==> src/rtl/mem_pkg.sv <==
// Shared definitions for the MEM-stage memory controller.
// Contents: the UART register map, the FSM state encoding and the ram1 read/write polarity.
package mem_pkg;

  localparam logic [15:0] UART_DATA_ADDR = 16'hBF00;
  localparam logic [15:0] UART_STAT_ADDR = 16'hBF01;

  // ram1 'read' input polarity: 0 requests a read, 1 requests a write.
  localparam logic READ  = 1'b0;
  localparam logic WRITE = 1'b1;

  typedef enum logic [2:0] {
    IDLE  = 3'd0,
    SRAM  = 3'd1,
    U_RD1 = 3'd2,
    U_RD2 = 3'd3,
    U_WR1 = 3'd4,
    U_WR2 = 3'd5,
    DONE  = 3'd6
  } state_t;

endpackage

==> src/rtl/mem_ctrl.sv <==
// MEM-stage sequencing controller: accepts one load/store per handshake and drives ram1 or the board UART.
// Every strobe and bus output is registered from the next state, so the outputs change on the same edge as the state.
module mem_ctrl #(
  parameter logic [15:0] UART_DATA_ADDR = mem_pkg::UART_DATA_ADDR,
  parameter logic [15:0] UART_STAT_ADDR = mem_pkg::UART_STAT_ADDR
) (
  input  logic        clk,
  input  logic        rst,
  input  logic        req_valid,
  input  logic        req_we,
  input  logic [15:0] req_addr,
  input  logic [15:0] req_wdata,
  output logic        req_ready,
  output logic        resp_valid,
  output logic [15:0] resp_data,
  output logic [17:0] ram_addr,
  output logic [15:0] ram_data,
  output logic        ram_read,
  input  logic [15:0] ram_rdata,
  output logic        ram_en_n,
  output logic        uart_rdn,
  output logic        uart_wrn,
  input  logic        data_ready,
  input  logic        tbre,
  input  logic        tsre
);
  import mem_pkg::*;

  state_t      r_state;
  state_t      w_next;
  logic        w_accept;
  logic        w_we;
  logic        r_we;
  logic        r_req_ready;
  logic        r_resp_valid;
  logic [15:0] r_resp_data;
  logic [17:0] r_ram_addr;
  logic [15:0] r_ram_data;
  logic        r_ram_read;
  logic        r_ram_en_n;
  logic        r_uart_rdn;
  logic        r_uart_wrn;

  function automatic state_t decode(input logic [15:0] addr, input logic we);
    if (addr == UART_DATA_ADDR) return we ? U_WR1 : U_RD1;
    if (addr == UART_STAT_ADDR) return DONE;
    return SRAM;
  endfunction

  assign w_accept = (r_state == IDLE) && req_valid;
  // While a request is being accepted, the latched direction is not yet in r_we.
  assign w_we     = w_accept ? req_we : r_we;

  always_comb begin
    w_next = r_state;
    case (r_state)
      IDLE:    if (req_valid) w_next = decode(req_addr, req_we);
      SRAM:    w_next = DONE;
      U_RD1:   w_next = U_RD2;
      U_RD2:   w_next = DONE;
      U_WR1:   w_next = U_WR2;
      U_WR2:   w_next = DONE;
      DONE:    w_next = IDLE;
      default: w_next = IDLE;
    endcase
  end

  always_ff @(posedge clk or posedge rst) begin
    if (rst) begin
      r_state      <= IDLE;
      r_we         <= 1'b0;
      r_req_ready  <= 1'b1;
      r_resp_valid <= 1'b0;
      r_resp_data  <= 16'h0000;
      r_ram_addr   <= 18'h00000;
      r_ram_data   <= 16'h0000;
      r_ram_read   <= READ;
      r_ram_en_n   <= 1'b1;
      r_uart_rdn   <= 1'b1;
      r_uart_wrn   <= 1'b1;
    end else begin
      r_state      <= w_next;
      r_req_ready  <= (w_next == IDLE);
      r_resp_valid <= (w_next == DONE);
      r_ram_en_n   <= (w_next != SRAM);
      r_uart_rdn   <= !((w_next == U_RD1) || (w_next == U_RD2));
      r_uart_wrn   <= (w_next != U_WR1);
      case (w_next)
        SRAM:         r_ram_read <= w_we;
        U_WR1, U_WR2: r_ram_read <= WRITE;
        default:      r_ram_read <= READ;
      endcase

      if (w_accept) begin
        r_we       <= req_we;
        r_ram_addr <= {2'b00, req_addr};
        r_ram_data <= req_wdata;
      end

      // Load results only; stores and status writes leave the previous value in place.
      if (w_accept && !req_we && (req_addr == UART_STAT_ADDR))
        r_resp_data <= {14'b0, data_ready, tbre & tsre};
      else if ((r_state == SRAM) && (r_we == READ))
        r_resp_data <= ram_rdata;
      else if (r_state == U_RD2)
        r_resp_data <= {8'b0, ram_rdata[7:0]};
    end
  end

  assign req_ready  = r_req_ready;
  assign resp_valid = r_resp_valid;
  assign resp_data  = r_resp_data;
  assign ram_addr   = r_ram_addr;
  assign ram_data   = r_ram_data;
  assign ram_read   = r_ram_read;
  assign ram_en_n   = r_ram_en_n;
  assign uart_rdn   = r_uart_rdn;
  assign uart_wrn   = r_uart_wrn;

endmodule

==> config.mk <==
export PLATFORM = sky130hd
export DESIGN_NAME = mem_ctrl
export DESIGN_NICKNAME = d
export VERILOG_FILES = /design/src/rtl/mem_pkg.sv /design/src/rtl/mem_ctrl.sv
export SDC_FILE = /design/constraint.sdc
export NUM_CORES = 1
export LEC_CHECK = 0
export BUFFER_PORTS_ARGS = -buffer_cell sky130_fd_sc_hd__buf_2
export CAP_MARGIN = 0
export CELL_PAD_IN_SITES_DETAIL_PLACEMENT = 2
export CELL_PAD_IN_SITES_GLOBAL_PLACEMENT = 2
export CORE_MARGIN = 2
export CORE_UTILIZATION = 30
export CTS_BUF_LIST = sky130_fd_sc_hd__clkbuf_8
export DETAILED_ROUTE_END_ITERATION = 8
export PLACE_DENSITY_LB_ADDON = 0.1
export SLEW_MARGIN = 20
export SYNTH_ARGS = -nofsm -noshare
export SYNTH_HDL_FRONTEND = slang
export SYNTH_SLANG_ARGS = --single-unit
==> constraint.sdc <==
create_clock -name clk -period 2.2 [get_ports clk]
set_input_delay 0.22 -clock clk [delete_from_list [all_inputs] [get_ports clk]]
set_output_delay 0.22 -clock clk [all_outputs]
set_load 0.005 [all_outputs]
# After elaboration in Yosys (flattened, before gate mapping)
# Index checks and enable logic that the tools add are counted.
# totals
ff_bits,58
latch_bits,0
ram_bits,0
romBits,0
in_bits,55
elab_cells,59
mem_count,0
# op_classes
addsub,0
mul,0
div,0
magnitude_cmp,0
n_eq_ne,15
shifts,0
mux,19
n_bitwise,2
reduce_logical,12
# op_table
operator,count
16-bit two-way mux,3
16-bit equality test (second input constant),2
3-bit two-way mux,6
3-bit equality test (second input constant),5
3-bit by 2-bit equality test with 1-bit output (second input constant),4
3-bit case mux with 4 select lines,1
1-bit two-way mux,8
3-bit by 1-bit equality test with 1-bit output (second input constant),2
3-bit logical NOT,2
1-bit logical AND,4
3-bit by 1-bit != test with 1-bit output (second input constant),1
3-bit != test (second input constant),1
3-bit nonzero test,1
3-bit OR reduction,1
1-bit logical NOT,2
1-bit case mux with 2 select lines,1
2-bit OR reduction,1
1-bit bitwise AND,1
1-bit logical OR,1
1-bit inverter,1

# Logic depth before layout (Yosys ltp)
# depth
ltp_word,14
depth_mapped,6
ltp_nobuf,4

# Worst setup path before layout
# No wires, ideal clock.
# synth_timing
kind,reg-to-reg
startpoint,register r_state[1]
endpoint,register r_ram_data[10] (netlist: ram_data[10])
setup_ns,0.125
t_arrival_ns,1.593
required_time_ns,2.075
slack_ns,0.482
path_stages_with_launch,6
n_path_buf,2
synth_period_minus_slack_ns,1.718
cell_sequence,dfrtp_1 buf_6 and2b_1 nor3b_4 buf_2 mux2_2
# synth_between
elab_chain_len,2
# synth_lines
item,line_no,source
from (decl),mem_ctrl.sv:29,state_t r_state;
from (signal assigned),mem_ctrl.sv:82,r_state <= w_next;
3-bit logical NOT,mem_ctrl.sv:50,assign w_accept = (r_state == IDLE) && req_valid;
1-bit logical AND,mem_ctrl.sv:50,
to (signal assigned),mem_ctrl.sv:97,r_ram_data <= req_wdata;
to (decl),mem_ctrl.sv:38,logic [15:0] r_ram_data;
# Every way passes these cells.
# A chain may end at the register's enable or synchronous reset.

# Worst setup path in the final report
# layout_timing
startpoint,register r_state[1]
endpoint,register r_resp_data[11] (netlist: resp_data[11])
# layout_between
elab_chain_len,5
elab_cells_between_ends,10
cone_classes,2 x eq/ne; 2 x mux; 6 x reduce/logical
# layout_lines
item,line_no,source
3-bit logical NOT,mem_ctrl.sv:50,
1-bit logical AND,mem_ctrl.sv:50,
1-bit logical AND (2 in series),mem_ctrl.sv:101,if (w_accept && !req_we && (req_addr == UART_STAT_ADDR))
3-bit nonzero test (no source line) / 16-bit two-way mux (equally long branches),n/a,
to (signal assigned),mem_ctrl.sv:102,"r_resp_data <= {14'b0, data_ready, tbre & tsre};"
to (signal assigned),mem_ctrl.sv:104,r_resp_data <= ram_rdata;
to (signal assigned),mem_ctrl.sv:106,"r_resp_data <= {8'b0, ram_rdata[7:0]};"
to (decl),mem_ctrl.sv:36,logic [15:0] r_resp_data;
# Parallel ways exist; a longest one is shown, timed or not.

==> impl_metrics.yaml <==
cts:
  numCtsBuffers: 9
  cts_buffer_depth: 2
  clk_pin_slew_ns: 0.06
  worstSkewPairLatency_ns: 0.34
  cts_setup_buffers: 0
  htree_levels: 3
  cts_root_buffer: "clkbuf_8"
  clkSinkCount: 58
  cts_tree: "yes"
sta:
  setup_ws_ns: 0.3246
  fmax_mhz: 533.2
  tightest_slew_ns: 0.7343
  setup_tns_ns: 0
  fin_crit_ns: 1.875
  finalMaxSlewViolations: 0
  finalSetupViolCount: 0
  finalHoldViolCount: 0
  finalClockSkew_ns: 0.008412
  max-slew-margin-rel_pct: 50.92
  period_share_pct: 85.24
  grt_setup_unrepaired: "no"
yosys:
  synth_cell_types: 36
  yosysTopAreaCell: "dfrtp_1"
  netlist_instances: 167
  synth_xor_xnor_area_share_pct: 0
  synthTopCellsByArea: "dfrtp_1 57%, mux2_2 14%, dfstp_2 4.4%"
  synth_area_um2: 2381
  yosys.area_share.simple_pct: 8.828
  netlist_top_cells_count: "54 x dfrtp_1, 30 x mux2_2, 9 x a22o_1"
  ys_seq_area_share_pct: 61.17
  synth_mux_area_share_pct: 18.55
  avgSynthCellArea_um2: 14.26
  synth.most_common_cell: "dfrtp_1"
  synth-compound-area-share_pct: 7.725
  synth_edf_count: 0
  netlist.area_leader.share_pct: 56.75
  synthFlopType: "dfrtp_1"
  ys_ff_latch: 58
  synthAdderAreaFrac_pct: 0
  synthArstFlopShare_pct: 100.0
  synth_top_family_by_area: "multiplexers"
  ys.warnings.count: 0
worst_setup_path:
  cp-start-kind: "flip-flop"
  crit_type: "reg2reg"
  r2r_cells: 4
  reg2reg_slack_ns: 0.32
  reg2reg_from: "r_state[1]"
  cp_max_fo: 10
  end_kind: "flip-flop"
  r2r_end: "resp_data[11]"
  cp.required_ns: 2.42
  cp.arrival_ns: 2.09
route:
  wirelength_um: 6229
  drc: 0
  drtAntennaViolNets: 0
  vias_per_cell: 4.566
  first_pass_iters: 4
  vias: 1790
  drt_iter0_drc: 30
  avgRoutedWirePerCell_um: 15.89
grt:
  grt_pass1_vias: 1971
  grt_usage_pct: 15.38
  grt_pass1_wl_um: 10080
  grt.overflow.total: 0
  grt_max_degree: 36
  antenna_found_initial: 0
run:
  drv_cap: 0
hold_path:
  hold_path_class: "in2reg"
  min-delay-start: "req_wdata[1]"
  hold_depth: 2
  min_to: "ram_data[1]"
run_status:
  outcome: "complete, no violations"
layout:
  nets: 340
  diodes: 0
  syn_to_final_growth_pct: 37.15
  drive_gt1_share_pct: 57.93
floorplan:
  die_h_um: 93.09
  die_area_um2: 8666
  std_cell_rows: 32
  start_util_pct: 30.81
  io_pins: 111
  core_area_um2: 7727
  die_w_um: 93.09
place:
  hpwl_um: 4776
  place.gp.congestion: 0.7163
  dpl_worst_slack_ns: 0.3386
  port_buffers: 108
pwr:
  ir_worst_vdd_v: 0.0005099
  p_per_area_nw_per_um2: 1363
  leakagePower_nw: 1.647
layer usage:
metal	share of wire (%)	GRT usage, %
met4	2.0	7.353
met2	49	24.52
met5	0	0
met3	6.8	4.754
met1	42	19.04
layout make-up:
class	count	area (µm²)
Clock buffer	12	165.2
Sequential cell	58	1456
Fill cell	827	4462
Clock inverter	4	42.54
Multi-Input combinational cell	95	843.3
Timing Repair Buffer	115	608.1
Inverter	6	22.52
Tap cell	102	127.6
worst max-delay path by stage:
stage                           start       endpoint  slack [ns]  cells after the start
after detailed placement   r_state[1]  resp_data[14]        0.34                      4
after global routing       r_state[1]  resp_data[11]        0.23                      4
after global placement    req_addr[3]       ram_read        0.30                      6
after CTS                  r_state[1]  resp_data[11]        0.31                      4
final                      r_state[1]  resp_data[11]        0.32                      4
after floorplan            r_state[1]   ram_data[10]        0.48                      5
critical path, stage by stage (launching register included):
cell	delay, ns
dfrtp_1	0.48
nand3b_4	0.20
or4_4	0.44
o21a_1	0.34
a22o_1	0.29
sequential cells by signal, indices dropped and copies added (netlist names):
signal      count
r_state         3
ram_data       16
uart_rdn        1
ram_en_n        1
resp_data      16
r_we            1
resp_valid      1
ram_read        1
req_ready       1
uart_wrn        1
ram_addr       16
placed cells by master (no fill, tap or decap), drive strengths merged, types with 3 or more instances in the layout:
cell type	n
nor2	7
clkbuf	12
mux2	33
dfstp	4
a22o	9
dfrtp	54
o21ai	3
nand2	5
inv	8
buf	114
mux2i	7
kinds of logic after synthesis:
| kind of cell | after synthesis |
|---|---|
| flops | 58 |
| mux | 40 |
| simple gates | 29 |
| compound gates | 24 |
| buf+inv | 15 |
| other cells | 1 |
what timing repair did:
action,CTS,global route
hold buffers,1,0
hold endpoints to repair,23,0
gates resized for setup,0,0
setup endpoints to repair,0,0
report_power, final:
part | total [W] | switching [W] | internal (W)
sequential | 0.00184 | 0.000261 | 0.00158
combinational | 0.00160 | 0.000715 | 0.000883
clock | 0.00101 | 0.000402 | 0.000606
metrics by stage:
stage	power (W)	utilization [%]	hold slack [ns]	instance area, µm²	cells
floorplan	0.002768	-	0.3181	2385	168
global placement	0.003432	39.44	0.3025	3048	375
detailed placement	0.003505	39.44	0.3071	3048	375
CTS	0.004549	42.26	0.08254	3266	392
global route	0.004789	42.26	0.09050	3266	392
finish	0.004450	42.26	0.09852	3266	392
Note: power is estimated with default switching activity, not from simulation.
